## config.mk

```make
export PLATFORM = sky130hd
export DESIGN_NAME = jtag_tap_ctrl
export DESIGN_NICKNAME = d
export VERILOG_FILES = /design/src/rtl/jtag_pkg.sv /design/src/rtl/jtag_tap_ctrl.sv
export SDC_FILE = /design/constraint.sdc
export NUM_CORES = 1
export LEC_CHECK = 0
export BUFFER_PORTS_ARGS = -buffer_cell sky130_fd_sc_hd__buf_4
export CAP_MARGIN = 20
export CORE_MARGIN = 3
export CORE_UTILIZATION = 50
export DETAILED_ROUTE_END_ITERATION = 16
export PLACE_DENSITY = 0.76
export SYNTH_ARGS = -nofsm -noshare
export SYNTH_HDL_FRONTEND = slang
export SYNTH_SLANG_ARGS = --single-unit
```

## constraint.sdc

```tcl
create_clock -name tck_i -period 1.31 [get_ports tck_i]
set_input_delay 0.0655 -clock tck_i [delete_from_list [all_inputs] [get_ports tck_i]]
set_output_delay 0.0655 -clock tck_i [all_outputs]
set_load 0.02 [all_outputs]
```

## src/rtl/jtag_pkg.sv

```systemverilog
// Shared TAP definitions: IEEE 1149.1 state codes and the debug-module IR opcodes.
package jtag_pkg;

  typedef enum logic [3:0] {
    EX2_DR   = 4'h0,
    EX1_DR   = 4'h1,
    SH_DR    = 4'h2,
    PAUSE_DR = 4'h3,
    SEL_IR   = 4'h4,
    UPD_DR   = 4'h5,
    CAP_DR   = 4'h6,
    SEL_DR   = 4'h7,
    EX2_IR   = 4'h8,
    EX1_IR   = 4'h9,
    SH_IR    = 4'hA,
    PAUSE_IR = 4'hB,
    RTI      = 4'hC,
    UPD_IR   = 4'hD,
    CAP_IR   = 4'hE,
    TLR      = 4'hF
  } tap_state_e;

  localparam logic [4:0] IDCODE = 5'h01;
  localparam logic [4:0] DTMCS  = 5'h10;
  localparam logic [4:0] DMI    = 5'h11;
  localparam logic [4:0] BYPASS = 5'h1F;

endpackage

```

## src/rtl/jtag_tap_ctrl.sv

```systemverilog
// JTAG TAP controller: 16-state FSM, instruction register and negedge TDO stage.
module jtag_tap_ctrl
  import jtag_pkg::*;
#(
  parameter int                IR_LEN   = 5,
  parameter logic [IR_LEN-1:0] IR_RESET = IR_LEN'(IDCODE)
) (
  input  logic              tck_i,
  input  logic              ntrst_i,
  input  logic              tms_i,
  input  logic              tdi_i,
  output logic              tdo_o,
  output logic              tdo_en_o,
  input  logic              dr_tdo_i,
  output logic              capture_dr_o,
  output logic              shift_dr_o,
  output logic              update_dr_o,
  output logic [IR_LEN-1:0] ir_o,
  output logic              tlr_o,
  output logic [3:0]        state_o
);

  localparam logic [IR_LEN-1:0] IR_CAPTURE = {{(IR_LEN-2){1'b0}}, 2'b01};

  tap_state_e        state_p0;
  logic [IR_LEN-1:0] ir_shift_p0;
  logic [IR_LEN-1:0] ir_p0;
  logic              tdo_p1;
  logic              tdo_en_p1;

  // Posedge stage: TAP state machine
  always_ff @(posedge tck_i or negedge ntrst_i) begin
    if (!ntrst_i) begin
      state_p0 <= TLR;
    end else begin
      case (state_p0)
        TLR:      state_p0 <= tms_i ? TLR      : RTI;
        RTI:      state_p0 <= tms_i ? SEL_DR   : RTI;
        SEL_DR:   state_p0 <= tms_i ? SEL_IR   : CAP_DR;
        CAP_DR:   state_p0 <= tms_i ? EX1_DR   : SH_DR;
        SH_DR:    state_p0 <= tms_i ? EX1_DR   : SH_DR;
        EX1_DR:   state_p0 <= tms_i ? UPD_DR   : PAUSE_DR;
        PAUSE_DR: state_p0 <= tms_i ? EX2_DR   : PAUSE_DR;
        EX2_DR:   state_p0 <= tms_i ? UPD_DR   : SH_DR;
        UPD_DR:   state_p0 <= tms_i ? SEL_DR   : RTI;
        SEL_IR:   state_p0 <= tms_i ? TLR      : CAP_IR;
        CAP_IR:   state_p0 <= tms_i ? EX1_IR   : SH_IR;
        SH_IR:    state_p0 <= tms_i ? EX1_IR   : SH_IR;
        EX1_IR:   state_p0 <= tms_i ? UPD_IR   : PAUSE_IR;
        PAUSE_IR: state_p0 <= tms_i ? EX2_IR   : PAUSE_IR;
        EX2_IR:   state_p0 <= tms_i ? UPD_IR   : SH_IR;
        UPD_IR:   state_p0 <= tms_i ? SEL_DR   : RTI;
        default:  state_p0 <= TLR;
      endcase
    end
  end

  // Posedge stage: IR shift register and the held instruction
  always_ff @(posedge tck_i or negedge ntrst_i) begin
    if (!ntrst_i) begin
      ir_shift_p0 <= '0;
      ir_p0       <= IR_RESET;
    end else begin
      case (state_p0)
        CAP_IR:  ir_shift_p0 <= IR_CAPTURE;
        SH_IR:   ir_shift_p0 <= {tdi_i, ir_shift_p0[IR_LEN-1:1]};
        default: ir_shift_p0 <= ir_shift_p0;
      endcase
      if (state_p0 == TLR) begin
        ir_p0 <= IR_RESET;
      end else if (state_p0 == UPD_IR) begin
        ir_p0 <= ir_shift_p0;
      end
    end
  end

  // Negedge stage: TDO launched half a cycle after the shift, as the standard requires
  always_ff @(negedge tck_i or negedge ntrst_i) begin
    if (!ntrst_i) begin
      tdo_p1    <= 1'b0;
      tdo_en_p1 <= 1'b0;
    end else begin
      tdo_en_p1 <= (state_p0 == SH_IR) || (state_p0 == SH_DR);
      case (state_p0)
        SH_IR:   tdo_p1 <= ir_shift_p0[0];
        SH_DR:   tdo_p1 <= dr_tdo_i;
        default: tdo_p1 <= 1'b0;
      endcase
    end
  end

  // Decodes come straight off the state register so they cannot glitch
  assign capture_dr_o = (state_p0 == CAP_DR);
  assign shift_dr_o   = (state_p0 == SH_DR);
  assign update_dr_o  = (state_p0 == UPD_DR);
  assign tlr_o        = (state_p0 == TLR);
  assign state_o      = state_p0;
  assign ir_o         = ir_p0;
  assign tdo_o        = tdo_p1;
  assign tdo_en_o     = tdo_en_p1;

endmodule

```

==> flow_summary.ini, run 1 <==
[status]
outcome = finished, violations left
violations = negative setup slack

[global_routing]
grt_pass1_wl_um = 2710
antenna_found_initial = 0
grt-ovfl-total = 0
grtUsageTotal_pct = 17.9
grt_pass1_vias = 592
grt_max_degree = 17

[route]
wl_per_cell_um = 16.7
ant_nets = 0
drc = 0
routed_wl_um = 2220
firstDrtPassIters = 4
viasPerCell = 5.47
num_vias = 728
drtIter0Drc = 17

[power]
p_sw_uw = 1310
comb_power_share_pct = 64.3
power.internal_uw = 1890
pwr-share-seq_pct = 27.3
peakVddDrop_uv = 1770
power.leakage_uw = 0.000589
powerDensity_nw_per_um2 = 2640
p_clk_share_pct = 8.4
switching_share_pct = 41.0

[logic_synthesis]
syn_area_per_cell_um2 = 9.95
synth.net_count = 84
ys_seq_area_share_pct = 51.8
syn_inst = 79
ys_warn_count = 0
synth_edf_count = 0
ys_ff_latch = 16
synth_area_um2 = 786
synth_top_flop_cell = dfrtp_1
yosys.cell_types.count = 25
synth-async-reset-ratio_pct = 100

[critical_path]
path_max_fanout = 3
worstSetupEndpointType = register
crit_required_ns = 0.78
crit_buf_inv = 0
crit_chain = nand2b_4, or2_4, nor2_1
startpoint_type = register
arrival_ns = 1.10
critPathKind = reg2reg
critical-path-top-delay-family = flip-flops
critPathMaxStageDelay_ns = 0.55
slowest_stage = dfstp_2

[clock_network]
cts-htree-levels = 1
cts-root-buf = clkbuf_4
ctsLongestPathBuffers = 2
numClockSinks = 16
clk_pin_slew_worst_paths_ns = 0.10
cts_tree = yes
cts_buffers = 3
clk_latency_ns = 0.28

[floorplan]
core_um2 = 1380
fp.dieH_um = 45.6
num_rows = 13
io_pins = 20
die_x_um = 45.6
start_util_pct = 56.8
dieArea_um2 = 2080

[sta]
finalClockSkew_ns = 0.0156
setup_viol = 16
worst_slack_ns = -0.316
finalMaxSlewViolations = 0
timing.slew.headroom_pct = 86.0
setup-tns-final_ns = -2.21
rsz0062_at_grt = true
tightest_slew_ns = 0.209
hold_viol = 0

[cells_and_area]
final_common_cell = buf_4
nets = 124
mostFrequentLayoutCells = buf_4, nand2_1, buf_6, dfrtp_1, o21ai_1
utilization_pct = 87.8
antennaDiodeCount = 0
syn2layout_area_growth_pct = 54.5
drive_above_1_share_pct = 51.7
n_fill_cell = 71

[placed_design]
dp_hpwl_um = 1050
place_congestion = 0.764
port_buffers = 19

[flow_run]
max_cap_violations = 0

[min_path]
min_path_type = in2reg
==> sequential cells by signal, summed over array words and instances, names as in the netlist <==
register,cells
ir_o,5
ir_shift_p0,5
state_o,4
tdo_en_o,1
tdo_o,1
==> cell families after synthesis <==
family          after synthesis  synth area share, %
flops                        16                 51.8
compound gates               18                 14.2
simple gates                 36                 22.6
mux                           2                 3.18
buf+inv                       7                 8.28
==> path summary, 6_finish.rpt <==
check                                 from              to  slack [ns]  depth (start not counted)
worst max-delay path            state_o[0]           tdo_o       -0.32                          3
worst min-delay path                 tdi_i  ir_shift_p0[4]        0.02                          3
worst max register to register  state_o[0]           tdo_o       -0.32                          3
worst min register to register     ir_o[0]         ir_o[0]        0.48                          2
max in group asynchronous          ntrst_i        tdo_en_o        0.37                          2
min in group asynchronous          ntrst_i         ir_o[2]        0.17                          2
==> timing repair <==
| item | 4_1_cts | 5_1_grt |
|---|---|---|
| gates resized for setup | 10 | 25 |
| cloned | 0 | 1 |
| hold endpoints to repair | 14 | 0 |
| pin swaps | 2 | 7 |
| endpoints found under the setup margin | 10 | 17 |
| buffers inserted | 6 | 7 |
| hold buffers | 1 | 0 |
==> power groups by stage <==
stage / Sequential (uW) / Combinational [uW] / Clock [uW]
6_report: 875 / 2060 / 269
4_1_cts: 860 / 1580 / 272
2_1_floorplan: 1030 / 772 / 0
3_3_place_gp: 837 / 1340 / 0
5_1_grt: 893 / 2200 / 299
3_5_place_dp: 852 / 1360 / 0
==> area by class of cell <==
| type | count | area, um2 | area share [%] |
|---|---|---|---|
| Timing Repair Buffer | 39 | 363 | 29.9 |
| Tap cell | 15 | 18.8 | 1.55 |
| Sequential cell | 16 | 407 | 33.5 |
| Multi-Input combinational cell | 57 | 384 | 31.6 |
| Inverter | 2 | 15.0 | 1.24 |
| Clock buffer | 4 | 26.3 | 2.16 |
==> cell usage after synthesis (2+ instances only) <==
library cell   n  area [um2]
nand2_1       17        63.8
o21ai_0       11        55.1
dfrtp_1        9         225
nor2_1         7        26.3
dfstp_2        5         131
nand2b_1       5        31.3
buf_6          4        45.0
a21oi_1        2        10.0
dfrtn_1        2        50.1
nand3_1        2        10.0
==> stage by stage <==
stage          cells  power, uW  area [um2]  worst slack [ns]  hold slack (ns)
6_report         133       3200        1210            -0.316           0.0225
5_1_grt          133       3390        1210            -0.339           0.0260
4_1_cts          126       2710        1080            -0.312           0.0371
3_5_place_dp     115       2210         965            -0.305          -0.0647
3_3_place_gp     115       2170         965            -0.284          -0.0694
2_1_floorplan     79       1800         801            -0.485           -0.230
==> tightest hold or removal path: stages <==
cell and delay (ns):
buf_4 0.11, nand2b_1 0.06, o21ai_1 0.05
==> metal layers <==
metal | part of all wire (%) | wire length [um] | up-vias | global-route usage (%)
met5 | 0 | 0 | - | 0
met4 | 3.7 | 81 | 0 | 3.51
met3 | 4.1 | 90 | 6 | 3.56
met2 | 51 | 1140 | 21 | 29.5
met1 | 41 | 903 | 357 | 24.3
li1 | - | - | 344 | -
(Power assumes the default switching activity.)
==> inputs of run 2 (changes only) <==
BUFFER_PORTS_ARGS = not set   (was -buffer_cell sky130_fd_sc_hd__buf_4)
CORE_UTILIZATION = 58   (was 50)
DONT_BUFFER_PORTS = 1   (was not set)
PLACE_DENSITY = 0.74   (was 0.76)
==> run 2 against run 1 <==
The flow still finishes with violations (negative setup slack); worst hold slack improved by 0.20 ns; sequential share of layout area increased by 8.4 points; largest cell class unchanged; cell area decreased by 20%; critical endpoint unchanged.
==> flow_summary.ini, run 2 (synthesis results as in run 1) <==
[route]
num_vias = 593
drtIter0Drc = 13
firstDrtPassIters = 4
drc = 0
routed_wl_um = 1530
ant_nets = 0
viasPerCell = 5.44
wl_per_cell_um = 14.0

[flow_run]
max_cap_violations = 0

[cells_and_area]
mostFrequentLayoutCells = nand2_1, o21ai_0, buf_4, dfrtp_1
multi_input_area_um2 = 348
utilization_pct = 81.9
nets = 101
final_cells = 109
antennaDiodeCount = 0
n_fill_cell = 69
final_common_cell = nand2_1
drive_above_1_share_pct = 34.7
syn2layout_area_growth_pct = 23.6
regArea_um2 = 407

[critical_path]
crit_buf_inv = 0
r2r_cells = 2
worstSetupEndpointType = register
reg2reg_to = tdo_o
startpoint_type = register
critPathKind = reg2reg
arrival_ns = 1.14
slowest_stage = dfstp_2
critPathMaxStageDelay_ns = 0.62
crit_chain = mux2i_1, nor2_1
critical-path-top-delay-family = flip-flops
crit_required_ns = 0.79
path_max_fanout = 3
r2r_slack_ns = -0.35
r2r_start = state_o[3]

[floorplan]
fp.dieH_um = 42.8
start_util_pct = 66.2
io_pins = 20
die_x_um = 42.8
num_rows = 12
dieArea_um2 = 1830
core_um2 = 1190

[power]
power.leakage_uw = 0.000446
total_power_uw = 2460
powerDensity_nw_per_um2 = 2530
peakVddDrop_uv = 1570

[global_routing]
grt.busiest_layer = met2
grt_use_met2_pct = 26.9
grtUsageTotal_pct = 19.1
antenna_found_initial = 0
grt_pass1_wl_um = 2610
gr-usage-met3_pct = 5.08
grt_pass1_vias = 559
grt-ovfl-total = 0
grt_max_degree = 16
gr-usage-met1_pct = 26.8

[sta]
finalClockSkew_ns = 0.0119
finalMaxSlewViolations = 0
timing.slew.headroom_pct = 58.4
worst_slack_ns = -0.345
tightest_slew_ns = 0.622
hold_viol = 0
setup_viol = 13
rsz0062_at_grt = true

[clock_network]
ctsLongestPathBuffers = 2
numClockSinks = 16
cts_buffers = 3
clk_latency_ns = 0.29
clk_pin_slew_worst_paths_ns = 0.10
cts_tree = yes
cts-htree-levels = 1
cts-root-buf = clkbuf_4

[status]
violations = negative setup slack
outcome = finished, violations left

[placed_design]
dp_hpwl_um = 995
place_congestion = 0.750
placedCellCount = 100
place_ws_ns = -0.339
port_buffers = 0

[min_path]
min_path_type = in2async
run 2: worst reg2reg max path, stage by stage (launching register included):
cell and delay [ns]:
dfstp_2 0.62, mux2i_1 0.20, nor2_1 0.05
run 2: cell type report:
| type | count | share of cell area, % |
|---|---|---|
| clock buffers | 4 | 2.71 |
| inverters | 2 | 1.55 |
| multi-input cells | 56 | 35.8 |
| flip-flops and latches | 16 | 41.9 |
| well taps | 14 | 1.80 |
| repair buffers | 17 | 16.2 |
run 2: timing repair:
item | CTS | global route
hold endpoints to repair | 19 | 2
hold buffers | 3 | 1
pin swaps | 2 | 1
gates cloned | 0 | 0
buffers inserted | 1 | 0
setup endpoints to repair | 9 | 19
resized for setup | 7 | 3
run 2: per-stage QoR:
stage                     TNS [ns]  area, um2  hold WS [ns]
after CTS                    -1.92        946       0.00794
after floorplan              -1.05        801        -0.230
after global placement      -0.660        858        -0.230
after detailed placement    -0.707        858        -0.230
final                        -2.02        971         0.224
after global routing         -2.90        971         0.268
run 2: where the power goes:
part / leakage [uW] / switching, uW / internal [uW]
logic: 0.000229 / 659 / 557
registers: 0.000202 / 241 / 735
clock network: 0.0000150 / 149 / 118
total: 0.000446 / 1050 / 1410
run 2: how the worst max path moves through the flow:
| stage | start | end | slack (ns) | cells past startpoint |
|---|---|---|---|---|
| global route | state_o[3] | tdo_o | -0.37 | 2 |
| global placement | state_o[3] | tdo_o | -0.34 | 2 |
| CTS | state_o[3] | tdo_o | -0.34 | 2 |
| finish | state_o[3] | tdo_o | -0.35 | 2 |
| detailed placement | state_o[3] | tdo_o | -0.34 | 2 |
| floorplan | state_o[0] | tdo_o | -0.49 | 4 |
run 2: layer usage:
layer | vias to the layer above | share of wire (%)
met5 | - | 0
li1 | 294 | -
met1 | 278 | 47
met4 | 0 | 1.1
met2 | 19 | 47
met3 | 2 | 5.0
